File: config.mk
export PLATFORM = sky130hd
export DESIGN_NAME = data_sync_launch
export DESIGN_NICKNAME = d
export VERILOG_FILES = /design/src/rtl/data_sync_pkg.sv /design/src/rtl/bit_sync.sv /design/src/rtl/data_sync_launch.sv
export SDC_FILE = /design/constraint.sdc
export NUM_CORES = 1
export LEC_CHECK = 0
export CORE_MARGIN = 2
export CORE_UTILIZATION = 39
export CTS_BUF_LIST = sky130_fd_sc_hd__clkbuf_4 sky130_fd_sc_hd__clkbuf_8 sky130_fd_sc_hd__clkbuf_16
export DETAILED_ROUTE_END_ITERATION = 6
export PLACE_DENSITY = 0.74
export SYNTH_ARGS = -nofsm -noshare
export SYNTH_HDL_FRONTEND = slang
export SYNTH_SLANG_ARGS = --single-unit
export TNS_END_PERCENT = 10
File: constraint.sdc
create_clock -name clk -period 1.8 [get_ports clk]
set_input_delay 0.18 -clock clk [delete_from_list [all_inputs] [get_ports clk]]
set_output_delay 0.18 -clock clk [all_outputs]
set_load 0.005 [all_outputs]
File: src/rtl/data_sync_pkg.sv
// Shared types and helpers for the source-domain bus-synchronizer launcher.
package data_sync_pkg;

    typedef enum logic [1:0] {
        IDLE    = 2'd0,
        REQ     = 2'd1,
        ACK_LOW = 2'd2
    } state_t;

    // Width of a counter that must hold values 0..limit, never narrower than 1 bit.
    function automatic int unsigned cnt_width(input int unsigned limit);
        return (limit == 0) ? 1 : $clog2(limit + 1);
    endfunction

endpackage

File: src/rtl/bit_sync.sv
// Single-bit multi-flop synchronizer with asynchronous active-low reset to 0.
module bit_sync #(
    parameter int unsigned NUM_STAGES = 2
) (
    input  logic clk,
    input  logic rst,
    input  logic d,
    output logic q
);

    logic [NUM_STAGES-1:0] chain;

    always_ff @(posedge clk or negedge rst) begin
        if (!rst) begin
            chain <= '0;
        end else begin
            chain <= {chain[NUM_STAGES-2:0], d};
        end
    end

    assign q = chain[NUM_STAGES-1];

endmodule

File: src/rtl/data_sync_launch.sv
// Launches one word at a time toward a destination bus synchronizer using a
// 4-phase req/ack handshake; the bus is held stable until ack returns low.
module data_sync_launch
    import data_sync_pkg::*;
#(
    parameter int unsigned NUM_STAGES     = 2,
    parameter int unsigned BUS_WIDTH      = 8,
    parameter int unsigned TIMEOUT_CYCLES = 0
) (
    input  logic                 clk,
    input  logic                 rst,
    input  logic [BUS_WIDTH-1:0] data_in,
    input  logic                 data_valid,
    output logic                 data_ready,
    input  logic                 ack_async,
    output logic [BUS_WIDTH-1:0] unsync_bus,
    output logic                 bus_enable,
    output logic                 done_pulse,
    output logic                 busy,
    output logic                 timeout_err
);

    localparam int unsigned       CNT_W      = cnt_width(TIMEOUT_CYCLES);
    localparam logic [CNT_W-1:0]  CNT_MAX    = CNT_W'(TIMEOUT_CYCLES);
    localparam bit                TIMEOUT_EN = (TIMEOUT_CYCLES != 0);

    state_t            state;
    logic              ack_sync;
    logic [CNT_W-1:0]  cnt;
    logic [CNT_W-1:0]  cnt_next;
    logic              accept;
    logic              entering;
    logic              waiting;

    bit_sync #(
        .NUM_STAGES(NUM_STAGES)
    ) u_ack_sync (
        .clk(clk),
        .rst(rst),
        .d  (ack_async),
        .q  (ack_sync)
    );

    // A stale high ack keeps the launcher closed even when idle.
    assign data_ready = (state == IDLE) && !ack_sync;
    assign accept     = data_valid && data_ready;
    assign entering   = accept || ((state == REQ) && ack_sync);
    assign waiting    = ((state == REQ) && !ack_sync) || ((state == ACK_LOW) && ack_sync);
    assign cnt_next   = (cnt == CNT_MAX) ? cnt : cnt + CNT_W'(1);

    always_ff @(posedge clk or negedge rst) begin
        if (!rst) begin
            state      <= IDLE;
            unsync_bus <= '0;
            bus_enable <= 1'b0;
            done_pulse <= 1'b0;
            busy       <= 1'b0;
        end else begin
            done_pulse <= 1'b0;
            unique case (state)
                IDLE: begin
                    if (accept) begin
                        unsync_bus <= data_in;
                        bus_enable <= 1'b1;
                        busy       <= 1'b1;
                        state      <= REQ;
                    end
                end
                REQ: begin
                    if (ack_sync) begin
                        bus_enable <= 1'b0;
                        state      <= ACK_LOW;
                    end
                end
                ACK_LOW: begin
                    if (!ack_sync) begin
                        done_pulse <= 1'b1;
                        busy       <= 1'b0;
                        state      <= IDLE;
                    end
                end
                default: begin
                    bus_enable <= 1'b0;
                    busy       <= 1'b0;
                    state      <= IDLE;
                end
            endcase
        end
    end

    // Per-phase wait counter; the transfer keeps waiting after a timeout is flagged.
    always_ff @(posedge clk or negedge rst) begin
        if (!rst) begin
            cnt         <= '0;
            timeout_err <= 1'b0;
        end else if (TIMEOUT_EN) begin
            if (entering) begin
                cnt <= '0;
            end else if (waiting) begin
                cnt <= cnt_next;
                if (cnt_next == CNT_MAX) begin
                    timeout_err <= 1'b1;
                end
            end
        end
    end

endmodule

==> results of run 1 <==
==> worst max path at each step <==
stage                     from            end  slack, ns  cells after the start
detailed placement  data_valid  unsync_bus[1]       0.26                      4
floorplan             state[0]  unsync_bus[0]       0.31                      3
global placement    data_valid  unsync_bus[4]       0.28                      4
finish                state[0]     data_ready       0.11                      2
CTS                   state[0]     data_ready        0.1                      2
global route          state[0]     data_ready       0.06                      2
==> state kept, by name, summed over array words and instances (netlist names) <==
register          cells
busy                  1
bus_enable            1
unsync_bus            8
done_pulse            1
state                 2
u_ack_sync.chain      2
==> cells in the mapped netlist (all sizes together) <==
library cell,n,area (sq um)
a211o,1,10.01
nor4b,1,23.77
o21a,1,7.510
mux2,8,90.09
dfrtp,15,375.4
inv,1,3.750
nor3b,1,7.510
nor2b,1,6.260
xor2,1,8.760
a311o,1,11.26
conb,1,3.750
and2b,1,8.760
nor2,1,3.750
buf,2,18.77
and2,1,6.260
nor3,1,5.000
==> kinds of logic after synthesis <==
family	Yosys count
AOI/OAI and AO/OA	3
xor gates and xnor gates	1
buffers and inverters	3
DFF	15
muxes	8
other	1
and+or+nand+nor	7
==> layer usage <==
layer | routed length, um | vias to the layer above | track usage, %
li1 | - | 184 | -
met1 | 455 | 181 | 16.90
met2 | 445 | 18 | 20.61
met3 | 73 | 4 | 2.979
met4 | 25 | 0 | 7.500
met5 | 0 | - | 0
==> power breakdown <==
group | switching (mW) | internal (mW)
clock | 0.105 | 0.0825
combinational | 0.0698 | 0.204
sequential | 0.0514 | 0.410
total | 0.226 | 0.696
==> per-stage QoR <==
stage	cell area, sq um	power (mW)
after floorplan	590.6	0.5663
after detailed placement	829.5	0.7457
final	857.1	0.9224
after global routing	857.1	0.9870
after global placement	829.5	0.7388
after CTS	857.1	0.9360
==> worst max-delay path, delay by kind of cell (launching register included) <==
| kind | cells | cell delay (ns) |
|---|---|---|
| buffers and inverters | 1 | 0.53 |
| and+or+nand+nor | 1 | 0.21 |
| DFF | 1 | 0.49 |
==> area by class of cell <==
cell class / count / area [sq um] / area share [%]
Timing Repair Buffer: 24 / 237.7 / 27.74
Clock inverter: 1 / 5.005 / 0.5839
Multi-Input combinational cell: 20 / 192.7 / 22.48
Clock buffer: 3 / 22.52 / 2.628
Sequential cell: 15 / 375.4 / 43.80
Inverter: 1 / 3.754 / 0.4380
Tap cell: 16 / 20.02 / 2.336
==> impl_metrics.tcl, run 1 <==
set metrics [dict create \
    ir_worst_vdd_mv 0.5314 \
    critPathRequiredTime_ns 1.62 \
    cts_tree "done" \
    hold_class "input port to asynchronous set/reset pin" \
    routedWlPerCell_um 12.49 \
    finish.utilization_pct 58.95 \
    hpwlAfterDp_um 756.4 \
    layoutNonFillerInstCount 80 \
    cts-root-buf "clkbuf_4" \
    synth-seq-cells 15 \
    grt_overflow 0 \
    cts-buffers-inserted 3 \
    ant_nets 0 \
    start_util_pct 40.62 \
    drt-total-wl_um 999 \
    synth_top_family_by_area "multiplexers" \
    cp_cell_sequence "nor3_1, clkdlybuf4s50_1" \
    worstMarginPinSlew_ns 0.6388 \
    syn_inst 38 \
    synth_compound_area_share_pct 4.873 \
    synth-adder-area-share_pct 0 \
    slew-limit-headroom_pct 57.28 \
    cp_max_fo 7 \
    setup_violations 0 \
    grt_setup_unrepaired "false" \
    dieArea_sq_um 1842 \
    cts_max_path_buffers 2 \
    antenna_found_initial 0 \
    power.leakage_nw 0.3626 \
    num_rows 14 \
    fin_crit_sh_pct 93.80 \
    clkTransAtPathRegs_ns 0.09 \
    clock_skew_ns 0.006833 \
    netlist_area_sq_um 590.6 \
    yosysUniqueCellTypes 17 \
    fp.dieH_um 42.92 \
    syn2layout_area_growth_pct 45.13 \
    nets 77 \
    via_per_inst 4.838 \
    layout_commonest_cell "clkdlybuf4s50_1" \
    pre_cts_slack_ns 0.2610 \
    setup_tns_ns 0 \
    ctsHoldBuffers 0 \
    worst-r2r-setup-slack_ns 0.35 \
    numPlacedInstances 76 \
    syn_nets 50 \
    htree_levels 1 \
    maxCapViolCount 0 \
    holdWs_ns 0.2842 \
    die_width_um 42.92 \
    powerDensity_nw_per_um2 1076 \
    r2r-end "unsync_bus[1]" \
    grt_max_degree 16 \
    grt_use_total_pct 13.26 \
    diodes 0 \
    drive_above_1_share_pct 26.56 \
    nFillCells 134 \
    status "finished, final reports clean" \
    grt_first_pass_wirelength_mm 1.773 \
    period_needed_ns 1.688 \
    synth-simple-area-share_pct 10.38 \
    regToRegStartpoint "state[0]" \
    syn_avg_cell_area_sq_um 15.54 \
    cp.arrival_ns 1.51 \
    clk_latency_ns 0.28 \
    fmax_ghz 0.5923 \
    vias 387 \
    grt_pass1_vias 405 \
    cp-end-kind "primary output" \
    ioPinCount 25 \
    coreArea_sq_um 1454 \
    slowest_stage "clkdlybuf4s50_1" \
    drt_pass1_iterations 2 \
    critPathLaunchType "register" \
    mostFrequentLayoutCells "clkdlybuf4s50_1 (23), dfrtp_1 (15), mux2_2 (8)" \
    hold_viol 0 \
    postCtsSetupRepairBufs 0 \
    clock_sinks 15 \
    drc 0 \
    drt-initial-drc-count 4 \
    port_buffers 23 \
    rr_worst_depth 3 \
    synth_xor_area_share_pct 1.483 \
    crit_type "register to primary output" \
    cts-resized-gates 0 \
    setup_ws_ns 0.1116 \
    muxShareOfSynthArea_pct 15.25 \
    max_stage_delay_ns 0.53 \
    ys_seq_area_share_pct 63.56 \
    gp_congestion 0.6483 \
    yosysWarnings 1 \
    drv_slew 0 \
]
Power figures use the tool's default switching activity.
==> run 2, diff against run 1 <==
GPL_ROUTABILITY_DRIVEN = 0   (was not set)
==> results of run 2 <==
Final layout, timing and power as in run 1 (identical DEF).
